--- src/rtl/lsu_pkg.sv ---
// Shared types and funct3 decode helpers for the load/store unit.
package lsu_pkg;

    typedef enum logic [1:0] {
        IDLE   = 2'd0,
        ACCESS = 2'd1,
        RESP   = 2'd2
    } lsu_state_e;

    localparam logic [2:0] F3_B  = 3'b000;
    localparam logic [2:0] F3_H  = 3'b001;
    localparam logic [2:0] F3_W  = 3'b010;
    localparam logic [2:0] F3_BU = 3'b100;
    localparam logic [2:0] F3_HU = 3'b101;

    // Stores have no unsigned variants, so BU/HU are only legal for loads.
    function automatic logic f3_legal(input logic we, input logic [2:0] f3);
        if (we)
            return (f3 == F3_B) || (f3 == F3_H) || (f3 == F3_W);
        else
            return (f3 == F3_B) || (f3 == F3_H) || (f3 == F3_W) ||
                   (f3 == F3_BU) || (f3 == F3_HU);
    endfunction

    function automatic logic f3_aligned(input logic [2:0] f3, input logic [1:0] off);
        case (f3[1:0])
            2'b01:   return ~off[0];
            2'b10:   return (off == 2'b00);
            default: return 1'b1;
        endcase
    endfunction

endpackage

--- src/rtl/lsu_load_align.sv ---
// Combinational load lane select and sign/zero extension.
module lsu_load_align
    import lsu_pkg::*;
(
    input  logic [31:0] rdata,
    input  logic [1:0]  offset,
    input  logic [2:0]  funct3,
    output logic [31:0] result
);

    logic [31:0] shifted;

    always_comb begin
        shifted = rdata >> {offset, 3'b000};
        case (funct3)
            F3_B:    result = {{24{shifted[7]}}, shifted[7:0]};
            F3_H:    result = {{16{shifted[15]}}, shifted[15:0]};
            F3_BU:   result = {24'd0, shifted[7:0]};
            F3_HU:   result = {16'd0, shifted[15:0]};
            default: result = shifted;
        endcase
    end

endmodule

--- src/rtl/lsu_mem_unit.sv ---
// Load/store unit: one word-aligned memory access per request, multi-cycle.
// Optional access watchdog enabled with `define LSU_TIMEOUT_EN.
module lsu_mem_unit
    import lsu_pkg::*;
#(
    parameter int XLEN           = 32,
    parameter int TIMEOUT_CYCLES = 255
) (
    input  logic            clk,
    input  logic            rst,
    input  logic            req_valid,
    output logic            req_ready,
    input  logic            req_we,
    input  logic [2:0]      req_funct3,
    input  logic [XLEN-1:0] req_addr,
    input  logic [XLEN-1:0] req_wdata,
    output logic            busy,
    output logic            rsp_valid,
    output logic [XLEN-1:0] rsp_rdata,
    output logic            rsp_err,
    output logic            mem_req,
    output logic            mem_we,
    output logic [XLEN-1:0] mem_addr,
    output logic [3:0]      mem_be,
    output logic [XLEN-1:0] mem_wdata,
    input  logic            mem_ack,
    input  logic [XLEN-1:0] mem_rdata
);

    lsu_state_e  state_q, state_d;
    logic        req_ok;
    logic        timeout_hit;
    logic [3:0]  be_d;
    logic [31:0] wdata_d;
    logic [1:0]  off_q;
    logic [2:0]  f3_q;
    logic [31:0] load_result;

    assign req_ready = (state_q == IDLE);
    assign busy      = (state_q != IDLE);
    assign req_ok    = f3_legal(req_we, req_funct3) && f3_aligned(req_funct3, req_addr[1:0]);

`ifdef LSU_TIMEOUT_EN
    localparam int CNT_W = ($clog2(TIMEOUT_CYCLES + 1) > 8) ? $clog2(TIMEOUT_CYCLES + 1) : 8;
    logic [CNT_W-1:0] cnt_q;

    // The count reaching the limit is decided one cycle early so the unit
    // spends exactly TIMEOUT_CYCLES cycles in ACCESS.
    assign timeout_hit = (cnt_q == CNT_W'(TIMEOUT_CYCLES - 1));

    always_ff @(posedge clk) begin
        if (rst)
            cnt_q <= '0;
        else if (state_q == IDLE)
            cnt_q <= '0;
        else if (state_q == ACCESS && !mem_ack)
            cnt_q <= cnt_q + 1'b1;
    end
`else
    logic unused_timeout_cfg;
    assign unused_timeout_cfg = ^TIMEOUT_CYCLES;
    assign timeout_hit        = 1'b0;
`endif

    // Store lanes: bytes and halves are replicated so any lane sees the data.
    always_comb begin
        be_d    = 4'b1111;
        wdata_d = 32'd0;
        if (req_we) begin
            case (req_funct3[1:0])
                2'b00: begin
                    be_d    = 4'b0001 << req_addr[1:0];
                    wdata_d = {4{req_wdata[7:0]}};
                end
                2'b01: begin
                    be_d    = 4'b0011 << {req_addr[1], 1'b0};
                    wdata_d = {2{req_wdata[15:0]}};
                end
                default: wdata_d = req_wdata;
            endcase
        end
    end

    always_comb begin
        state_d = state_q;
        case (state_q)
            IDLE:    if (req_valid) state_d = req_ok ? ACCESS : RESP;
            ACCESS:  if (mem_ack || timeout_hit) state_d = RESP;
            RESP:    state_d = IDLE;
            default: state_d = IDLE;
        endcase
    end

    // NOTE: sequential state uses non-blocking assignments only, so every
    // register samples the pre-edge values of the others.
    always_ff @(posedge clk) begin
        if (rst) state_q <= IDLE;
        else     state_q <= state_d;
    end

    lsu_load_align u_align (
        .rdata  (mem_rdata),
        .offset (off_q),
        .funct3 (f3_q),
        .result (load_result)
    );

    always_ff @(posedge clk) begin
        if (rst) begin
            mem_req   <= 1'b0;
            mem_we    <= 1'b0;
            mem_addr  <= '0;
            mem_be    <= 4'b0000;
            mem_wdata <= '0;
            rsp_valid <= 1'b0;
            rsp_rdata <= '0;
            rsp_err   <= 1'b0;
            off_q     <= 2'b00;
            f3_q      <= 3'b000;
        end else begin
            rsp_valid <= 1'b0;
            case (state_q)
                IDLE: if (req_valid) begin
                    if (req_ok) begin
                        mem_req   <= 1'b1;
                        mem_we    <= req_we;
                        mem_addr  <= {req_addr[XLEN-1:2], 2'b00};
                        mem_be    <= be_d;
                        mem_wdata <= wdata_d;
                        off_q     <= req_addr[1:0];
                        f3_q      <= req_funct3;
                    end else begin
                        rsp_valid <= 1'b1;
                        rsp_err   <= 1'b1;
                        rsp_rdata <= '0;
                    end
                end
                ACCESS: if (mem_ack) begin
                    mem_req   <= 1'b0;
                    rsp_valid <= 1'b1;
                    rsp_err   <= 1'b0;
                    rsp_rdata <= mem_we ? '0 : load_result;
                end else if (timeout_hit) begin
                    mem_req   <= 1'b0;
                    rsp_valid <= 1'b1;
                    rsp_err   <= 1'b1;
                    rsp_rdata <= '0;
                end
                default: ;
            endcase
        end
    end

endmodule

--- config.mk ---
export PLATFORM = sky130hd
export DESIGN_NAME = lsu_mem_unit
export DESIGN_NICKNAME = d
export VERILOG_FILES = /design/src/rtl/lsu_pkg.sv /design/src/rtl/lsu_load_align.sv /design/src/rtl/lsu_mem_unit.sv
export SDC_FILE = /design/constraint.sdc
export NUM_CORES = 1
export LEC_CHECK = 0
export CORE_MARGIN = 3
export CORE_UTILIZATION = 40
export DETAILED_ROUTE_END_ITERATION = 10
export PLACE_DENSITY = 0.81
export SETUP_SLACK_MARGIN = 0.1
export SLEW_MARGIN = 40
export SYNTH_ARGS = -nofsm -noshare
export SYNTH_HDL_FRONTEND = slang
export SYNTH_HIERARCHICAL = 1
export SYNTH_SLANG_ARGS = --single-unit
--- constraint.sdc ---
create_clock -name clk -period 1.7 [get_ports clk]
set_input_delay 0.34 -clock clk [delete_from_list [all_inputs] [get_ports clk]]
set_output_delay 0.34 -clock clk [all_outputs]
set_load 0.01 [all_outputs]
After elaboration in Yosys (flattened, before gate mapping)
Cells that the tools add are included.
{ "totals": {"reg_bits": 109, "latchBits": 0, "mem_bits_rw": 0, "rom_bits": 0, "elab_cells": 72, "mem_count": 0} }
{ "op_classes": {"n_addsub": 0, "multipliers": 0, "n_div": 0, "n_lt_le_gt_ge": 0, "eq_ne": 14, "shift": 3, "n_mux": 27, "bitwise_logic": 1, "n_reduce_logical": 16} }
{ "ops": {"columns": ["op", "n"], "rows": [
  ["32-bit two-way mux", 5],
  ["32-bit case mux with 2 select lines", 2],
  ["32-bit case mux with 4 select lines", 1],
  ["32-bit by 5-bit >> shifter with 32-bit output", 1],
  ["3-bit equality test, second input constant", 4],
  ["1-bit two-way mux", 9],
  ["1-bit case mux with 2 select lines", 4],
  ["4-bit case mux with 2 select lines", 1],
  ["4-bit AND reduction", 2],
  ["3-bit by 1-bit equality test with 1-bit output, second input constant", 2],
  ["2-bit logical NOT", 3],
  ["3-bit logical NOT", 2],
  ["2-bit two-way mux", 3],
  ["2-bit inequality test, second input constant", 3],
  ["2-bit by 1-bit equality test with 1-bit output, second input constant", 2],
  ["1-bit logical OR", 4],
  ["4-bit two-way mux", 1],
  ["2-bit case mux with 2 select lines", 1],
  ["2-bit nonzero test", 2],
  ["1-bit by 2-bit left shift with 4-bit output, first input constant", 1],
  ["2-bit by 2-bit left shift with 4-bit output, first input constant", 1],
  ["3-bit by 2-bit equality test with 1-bit output, second input constant", 1],
  ["3-bit AND reduction", 1],
  ["2-bit equality test, second input constant", 1],
  ["4 further kinds", 4]
]} }

Depth between registers and ports, before layout
Gate-level depths: netlist of run 1.
{ "logic_depth": {"ltp_word": 10, "depth_mapped": 9, "ltp_nobuf": 6} }

Hierarchy
The synthesis of run 1 kept the hierarchy.
{ "by_module_without_submodules": {"columns": ["module", "n_inst", "cells_per_inst", "area_per_inst_um2", "seq_area_each_um2"], "rows": [
  ["lsu_mem_unit", 1, 544, 4865.9, 2182.1],
  ["lsu_load_align", 1, 107, 694.4, 0.0]
]} }

Least setup slack after synthesis of run 1
Ideal clock, no wire load.
{ "synth_path": {"path_type": "input port to flip-flop", "start": "input req_funct3[1]", "end": "register mem_be[3]", "setup_time_ps": 121, "t_arrival_ps": 1668, "path_slack_ps": -89, "stages": 8, "cell_sequence": "inv_1 -> ha_1 -> buf_4 -> o21bai_1 -> a21o_1 -> a211o_1 -> buf_6 -> mux2_4"} }
{ "synth_via": {"elab_chain_len": 8, "elab_cells_between_ends": 18} }
{ "synth_rtl": {"columns": ["item", "line_no", "source"], "rows": [
  ["start, declared", "lsu_mem_unit.sv:14", "input logic [2:0] req_funct3,"],
  ["3-bit by 1-bit equality test with 1-bit output / 3-bit logical NOT (equally long branches)", "lsu_pkg.sv:19, lsu_pkg.sv:21", null],
  ["1-bit logical OR (2 in series)", "lsu_pkg.sv:19, lsu_pkg.sv:21", null],
  ["1-bit logical OR", "lsu_pkg.sv:21", "return (f3 == F3_B) || (f3 == F3_H) || (f3 == F3_W) ||"],
  ["1-bit logical OR", "lsu_pkg.sv:22", "(f3 == F3_BU) || (f3 == F3_HU);"],
  ["1-bit two-way mux", "lsu_pkg.sv:18", "if (we)"],
  ["1-bit logical AND", "lsu_mem_unit.sv:41", "assign req_ok = f3_legal(req_we, req_funct3) && f3_aligned(req_funct3, req_addr[1:0]);"],
  ["3-bit AND reduction (no source line)", null, null],
  ["end signal, assigned", "lsu_mem_unit.sv:113", "mem_be <= 4'b0000;"],
  ["end signal, assigned", "lsu_mem_unit.sv:128", "mem_be <= be_d;"],
  ["end, declared", "lsu_mem_unit.sv:24", "output logic [3:0] mem_be,"]
]} }
Several ways; a longest one is shown, not always the timed one.
A chain may end at the register's enable or synchronous reset.

Worst setup path after layout of run 1
{ "layout_path": {"start": "register off_q[0]", "end": "register rsp_rdata[21]"} }
{ "layout_via": {"elab_chain_len": 5} }
{ "layout_rtl": {"columns": ["item", "line_no", "source"], "rows": [
  ["start, declared", "lsu_mem_unit.sv:35", "logic [1:0] off_q;"],
  ["start signal, assigned", "lsu_mem_unit.sv:130", "off_q <= req_addr[1:0];"],
  ["32-bit by 5-bit >> shifter with 32-bit output", "lsu_load_align.sv:14", "shifted = rdata >> {offset, 3'b000};"],
  ["32-bit case mux with 4 select lines", "lsu_load_align.sv:15", "case (funct3)"],
  ["net load_result[21]", "lsu_mem_unit.sv:37", "logic [31:0] load_result;"],
  ["32-bit two-way mux", "lsu_mem_unit.sv:142", "rsp_rdata <= mem_we ? '0 : load_result;"],
  ["32-bit two-way mux", "lsu_mem_unit.sv:138", "ACCESS: if (mem_ack) begin"],
  ["32-bit case mux with 2 select lines", "lsu_mem_unit.sv:122", "case (state_q)"],
  ["end signal, assigned", "lsu_mem_unit.sv:142", null],
  ["end, declared", "lsu_mem_unit.sv:19", "output logic [XLEN-1:0] rsp_rdata,"]
]} }
The timed path passes the listed nets, and every way through them passes these cells. The select of a mux whose other input is x is not followed.

==> impl_metrics.env, run 1 <==
export IMPL_violations="negative setup slack"
export IMPL_die_width_um=123.9
export IMPL_vias=5892
export IMPL_drt_total_wl_mm=19.94
export IMPL_synth_ff_type="dfxtp_1"
export IMPL_clock_fmax_mhz=548.5
export IMPL_yosys_top_cells_count="nand2_1 (172), dfxtp_1 (109), mux2i_1 (83)"
export IMPL_drc=0
export IMPL_p_per_area_nw_per_um2=689.8
export IMPL_fin_skew_ps=14.52
export IMPL_p_leak_uw=0.004767
export IMPL_grt_first_pass_wirelength_mm=29.31
export IMPL_async_flop_share_pct=0
export IMPL_initial_utilization_pct=41.49
export IMPL_drv_slew=0
export IMPL_synth_edf_count=0
export IMPL_fin_area_sq_um=9579
export IMPL_dp_worst_setup_slack_ps=-668.9
export IMPL_syn_area_sq_um=5560
export IMPL_hold_viol_final=0
export IMPL_start_kind="flop"
export IMPL_cts_sinks=109
export IMPL_slowest_stage="dfxtp_4"
export IMPL_cts_tree="yes"
export IMPL_holdWs_ps=237.9
export IMPL_cts_made_buffers=9
export IMPL_yosysWarnings=6
export IMPL_path_buf_inv=3
export IMPL_grt_usage_pct=24.62
export IMPL_cts_clk_slew_worst_paths_ps=80
export IMPL_cpMostUsedCell="buf_6"
export IMPL_grt_pass1_vias=5628
export IMPL_fin_nets=1013
export IMPL_clock_latency_ps=360
export IMPL_synth_top_area_share_pct=39.24
export IMPL_synthMostInstantiatedCell="nand2_1"
export IMPL_wl_met3_mm=1.897
export IMPL_fillers=973
export IMPL_place_gp_congestion=0.8932
export IMPL_syn_area_per_cell_sq_um=8.541
export IMPL_cpPeakStageDelay_ps=380
export IMPL_ant_nets=0
export IMPL_crit_fanout=8
export IMPL_htree_levels=3
export IMPL_crit_path_end_kind="flop"
export IMPL_hold_class="input port to flop"
export IMPL_yosysSeqAreaShare_pct=39.24
export IMPL_finalCritPeriodShare_pct=107.2
export IMPL_drv_cap=0
export IMPL_critPathArrivalTime_ps=2050
export IMPL_irDropWorstVdd_mv=0.4797
export IMPL_fp_dieArea_sq_um=15350
export IMPL_synth_seq_cells=109
export IMPL_routed_top_layer="met5"
export IMPL_synth_area_leader_cell="dfxtp_1"
export IMPL_io_buffers=207
export IMPL_dr_wl_met2_mm=9.521
export IMPL_grt_max_degree=55
export IMPL_io_pins=210
export IMPL_outcome="finished with violations"
export IMPL_crit_chain="buf_6 > mux2i_2 > mux2i_1 > o211ai_2 > buf_12 > buf_6 > o21ai_2 > a21oi_1 > a311oi_2"
export IMPL_synth_cells=651
export IMPL_rsz0062_at_grt="true"
export IMPL_antenna_found_initial=2
export IMPL_crit_type="flop to flop"
export IMPL_placed_cells=1037
export IMPL_overflow=0
export IMPL_setup_slack_ps=-123.0
export IMPL_viasPerCell=5.415
export IMPL_drt_iter0_drc=499
export IMPL_crit_family="compound AO/OA/AOI/OAI gates"
export IMPL_ys_top_cells_by_area="dfxtp_1 (39%), mux2i_1 (15%), nand2_1 (12%), a311oi_1 (5.0%), a21oi_1 (4.5%)"
export IMPL_period_needed_ps=1823
export IMPL_dpl_cell_area_sq_um=8240
export IMPL_crit_required_ps=1930
export IMPL_core_area_sq_um=13400
export IMPL_drtPass1Iterations=5
export IMPL_cts_root_buffer="clkbuf_16"
export IMPL_rows=42
export IMPL_wl_met1_mm=7.793
export IMPL_setup_violations=38
export IMPL_dpl_hpwl_mm=12.84
export IMPL_fin_cells=1088
export IMPL_final_layout_size_suffix_gt1_share_pct=24.48
export IMPL_cts_buffer_depth=2
export IMPL_wire_per_inst_um=18.33
export IMPL_syn_to_final_growth_pct=72.28
export IMPL_die_h_um=123.9
export IMPL_yosysUniqueCellTypes=41
-- report_power, final --
group	internal [uW]	total [uW]	switching (uW)
Sequential	2630	2670	44.8
Clock	1200	2220	1020
Combinational	908	1710	804
-- cell usage in the layout (no fill, tap or decap), types with 3 or more instances in the layout --
master,Yosys,layout
mux2i_1,83,76
o21ai_0,10,4
a311oi_2,1,8
a211oi_2,0,9
o21ai_1,0,3
buf_6,7,20
dlymetal6s2s_1,0,58
nor2b_1,20,15
nor2_2,2,3
a21o_1,8,8
buf_16,0,7
nand2_1,172,165
clkdlybuf4s50_1,0,96
mux2i_4,0,3
nor2b_2,0,3
o21ai_2,2,4
nand2_2,0,4
clkbuf_16,0,10
inv_1,9,5
nor2_4,0,8
a22oi_1,8,8
dfxtp_2,0,3
a21oi_2,0,15
a21oi_1,50,35
ha_4,0,3
buf_4,6,49
mux2i_2,0,4
buf_12,0,18
mux2_2,8,8
nand3_1,9,9
nand2_4,0,3
dfxtp_1,109,105
nor2_1,20,11
dlygate4sd2_1,0,47
a311oi_1,32,25
mux2_4,9,9
a211oi_1,16,6
-- final timing paths --
kind,from,endpoint,slack [ps],cells past startpoint
worst max-delay path,off_q[0]$_SDFFE_PP0P_,rsp_rdata[21]$_SDFFE_PP0P_,-120,9
worst min register to register,mem_addr[12]$_SDFFE_PP0P_,mem_addr[12]$_SDFFE_PP0P_,450,2
worst max register to register,off_q[0]$_SDFFE_PP0P_,rsp_rdata[21]$_SDFFE_PP0P_,-120,9
worst min-delay path,req_funct3[0],f3_q[0]$_SDFFE_PP0P_,240,3
-- metal layers --
layer  vias to the layer above  GRT usage (%)
met5                         -              0
met4                         2          10.68
met3                        59          8.583
met2                       298          40.76
met1                      2742          28.88
li1                       2791              -
-- flip-flops by register name (all words and copies together) (netlist names) --
name,count
mem_wdata,32
rsp_rdata,32
mem_addr,30
off_q,2
rsp_err,1
mem_be,4
mem_we,1
rsp_valid,1
state_q,2
mem_req,1
f3_q,3
-- kinds of logic after synthesis --
| group | synth area share, % |
|---|---|
| AOI/OAI and AO/OA | 17.60 |
| other | 0.06744 |
| muxes | 18.99 |
| adders and majority gates | 0.6751 |
| DFF | 39.24 |
| buffers and inverters | 6.008 |
| and+or+nand+nor | 17.42 |
-- through the flow --
step | setup TNS, ps | power [uW] | utilization (%)
final | -2035 | 6607 | 71.48
after CTS | -360.6 | 6498 | 68.10
after detailed placement | -64010 | 4062 | 61.49
after global routing | -5645 | 6853 | 71.48
after global placement | -60750 | 4046 | 61.49
after floorplan | 0 | 3373 | -
-- worst reg2reg max path, stage by stage (launching register included) --
cell      delay [ps]
dfxtp_4          380
buf_6            120
mux2i_2          230
mux2i_1          120
o211ai_2         270
buf_12           170
buf_6             90
o21ai_2           50
a21oi_1          200
a311oi_2          50
-- area by class of cell --
cell class	instances	area [sq um]	share of cell area [%]
timing repair buffer	299	3284	34.29
multi-input combinational	478	3520	36.74
clock inverter	5	66.31	0.6923
clock buffer	11	242.7	2.534
antenna	1	2.502	0.02612
tap	176	220.2	2.299
inverter	9	53.80	0.5617
sequential	109	2190	22.86
-- what timing repair did --
action | CTS | global route
resized for setup | 137 | 128
gates cloned | 8 | 1
hold endpoints to repair | 0 | 0
hold buffers | 0 | 0
endpoints found under the setup margin | 155 | 167
buffers inserted | 22 | 6
pin swaps | 35 | 39
(Power assumes the default switching activity.)
==> run 2, diff against run 1 <==
Settings changed: CAP_MARGIN set to 0, CORE_UTILIZATION 40 to 45, PLACE_DENSITY 0.81 to 0.85, RECOVER_POWER set to 50.
Clock period 1.7 ns to 1.75 ns, I/O delays scaled along.
==> run 2 against run 1 <==
Against the previous run: hold slack improved by 38 ps; maximum frequency fell by 4.4%; combinational power rose by 3%; wire length rose by 17%; the run still ends with negative setup slack left; first-iteration DRC count rose by 19%; critical path type unchanged; flip-flop and latch count did not move; global-route usage rose by 5.3 points.
==> impl_metrics.env, run 2 (synthesized netlist as in run 1, its figures left out) <==
export IMPL_path_buf_inv=3
export IMPL_violations="negative setup slack"
export IMPL_dr_wl_met2_mm=11.85
export IMPL_layout_common_cells="clkdlybuf4s50_1 (167), nand2_1 (166), dfxtp_1 (105), mux2i_1 (69), buf_4 (54)"
export IMPL_p_per_area_nw_per_um2=693.1
export IMPL_setup_violations=23
export IMPL_drc=0
export IMPL_grt_pass1_vias=6178
export IMPL_cts_sinks=109
export IMPL_drtPass1Iterations=5
export IMPL_cts_root_buffer="clkbuf_16"
export IMPL_dpl_hpwl_mm=14.15
export IMPL_cts_tree="yes"
export IMPL_antenna_found_initial=2
export IMPL_hold_viol_final=0
export IMPL_critPathArrivalTime_ps=2170
export IMPL_p_leak_uw=0.003649
export IMPL_start_kind="flop"
export IMPL_internal_power_uw=4874
export IMPL_power_frac_seq_pct=38.6
export IMPL_cts_hold_buf=0
export IMPL_period_needed_ps=1907
export IMPL_p_switching_uw=1880
export IMPL_slowest_stage="dfxtp_2"
export IMPL_outcome="finished with violations"
export IMPL_rows=39
export IMPL_drv_slew=0
export IMPL_clock_fmax_mhz=524.3
export IMPL_die_h_um=117.2
export IMPL_overflow=0
export IMPL_die_width_um=117.2
export IMPL_drv_cap=0
export IMPL_fin_nets=1024
export IMPL_wire_per_inst_um=21.40
export IMPL_cts_made_buffers=9
export IMPL_ant_nets=0
export IMPL_place_gp_congestion=0.9172
export IMPL_setup_slack_ps=-157.2
export IMPL_rsz0062_at_grt="true"
export IMPL_crit_type="flop to flop"
export IMPL_crit_fanout=8
export IMPL_routed_top_layer="met5"
export IMPL_fin_area_sq_um=9744
export IMPL_core_area_sq_um=11760
export IMPL_dpl_cell_area_sq_um=8359
export IMPL_finalPower_uw=6754
export IMPL_wl_met1_mm=8.286
export IMPL_crit_family="compound AO/OA/AOI/OAI gates"
export IMPL_dp_worst_setup_slack_ps=-636.9
export IMPL_initial_utilization_pct=47.28
export IMPL_placed_cells=1039
export IMPL_io_buffers=207
export IMPL_crit_required_ps=2010
export IMPL_p_clk_share_pct=35.4
export IMPL_viasPerCell=5.820
export IMPL_wl_met3_mm=1.918
export IMPL_clock_latency_ps=350
export IMPL_fin_cells=1086
export IMPL_grt_usage_pct=29.94
export IMPL_grt_max_degree=33
export IMPL_cts_buffer_depth=2
export IMPL_htree_levels=3
export IMPL_crit_chain="buf_8 > mux2i_4 > mux2i_1 > o211ai_2 > buf_6 > buf_12 > o21ai_0 > a21oi_1 > a311oi_1"
export IMPL_hold_class="input port to flop"
export IMPL_final_common_cell="clkdlybuf4s50_1"
export IMPL_swShare_pct=27.83
export IMPL_final_layout_size_suffix_gt1_share_pct=26.79
export IMPL_fp_dieArea_sq_um=13730
export IMPL_drt_total_wl_mm=23.24
export IMPL_cts_clk_slew_worst_paths_ps=70
export IMPL_cpPeakStageDelay_ps=340
export IMPL_syn_to_final_growth_pct=75.25
export IMPL_reg_top3="mem_wdata (32), rsp_rdata (32), mem_addr (30)"
export IMPL_antenna_cells=0
export IMPL_power_frac_comb_pct=26.0
export IMPL_irDropWorstVdd_mv=0.4622
export IMPL_crit_path_end_kind="flop"
export IMPL_grt_first_pass_wirelength_mm=31.89
export IMPL_drt_iter0_drc=596
export IMPL_io_pins=210
export IMPL_finalCritPeriodShare_pct=109.0
export IMPL_vias=6321
export IMPL_fin_skew_ps=5.728
[run 2: cell count changes in the layout (fill, tap and decap cells not counted), sizes merged, moves of 2 or more]
cell | previous run | this run
buf | 96 | 99
bufinv | 1 | 3
clkbuf | 13 | 25
clkdlybuf4s25 | 0 | 15
clkdlybuf4s50 | 96 | 167
dlygate4sd2 | 47 | 5
dlygate4sd3 | 0 | 4
dlymetal6s2s | 58 | 3
[run 2: per-stage QoR]
| stage | setup TNS (ps) | utilization [%] | hold WS (ps) |
|---|---|---|---|
| after global placement | -55730 | 71.08 | 441.8 |
| after floorplan | 0 | - | 435.1 |
| final | -688.9 | 82.86 | 275.9 |
| after global routing | -2960 | 82.86 | 272.7 |
| after CTS | 0 | 78.81 | 286.9 |
| after detailed placement | -62350 | 71.08 | 449.7 |
[run 2: worst register-to-register path: stages (launching register included)]
cell and delay (ps):
dfxtp_2 340, buf_8 140, mux2i_4 190, mux2i_1 190, o211ai_2 120, buf_6 150, buf_12 140, o21ai_0 150
a21oi_1 130, a311oi_1 260
[run 2: timing repair]
item / CTS / global route
buffers inserted: 13 / 7
pin swaps: 14 / 49
cloned: 8 / 7
endpoints found under the hold margin: 0 / 0
endpoints found under the setup margin: 114 / 127
gates resized for setup: 86 / 119
[run 2: worst paths after layout]
path | from | end | slack, ps | cells after the start
setup / recovery | off_q[0]$_SDFFE_PP0P_ | rsp_rdata[20]$_SDFFE_PP0P_ | -160 | 9
setup reg to reg | off_q[0]$_SDFFE_PP0P_ | rsp_rdata[20]$_SDFFE_PP0P_ | -160 | 9
hold reg to reg | mem_addr[8]$_SDFFE_PP0P_ | mem_addr[8]$_SDFFE_PP0P_ | 460 | 2
hold / removal | req_funct3[0] | f3_q[0]$_SDFFE_PP0P_ | 280 | 3
[run 2: cell type report]
| cell class | count | area, sq um |
|---|---|---|
| clock inverter | 7 | 120.1 |
| sequential | 109 | 2187 |
| timing repair buffer | 310 | 3338 |
| fill | 655 | 2016 |
| clock buffer | 9 | 225.2 |
| tap | 164 | 205.2 |
| multi-input combinational | 478 | 3608 |
| inverter | 9 | 60.06 |
[run 2: power groups by stage]
stage               combinational (uW)  sequential (uW)  clock (uW)
finish                            1760             2600        2390
detailed placement                1330             2660           0
global placement                  1290             2650           0
global route                      1840             2610        2490
CTS                               1540             2600        2390
floorplan                          598             2680           0
[run 2: per-layer routing]
| layer | vias to the layer above | global-route usage [%] |
|---|---|---|
| met5 | - | 0 |
| li1 | 2812 | - |
| met2 | 411 | 54.49 |
| met3 | 93 | 6.735 |
| met1 | 3001 | 32.81 |
| met4 | 4 | 13.99 |
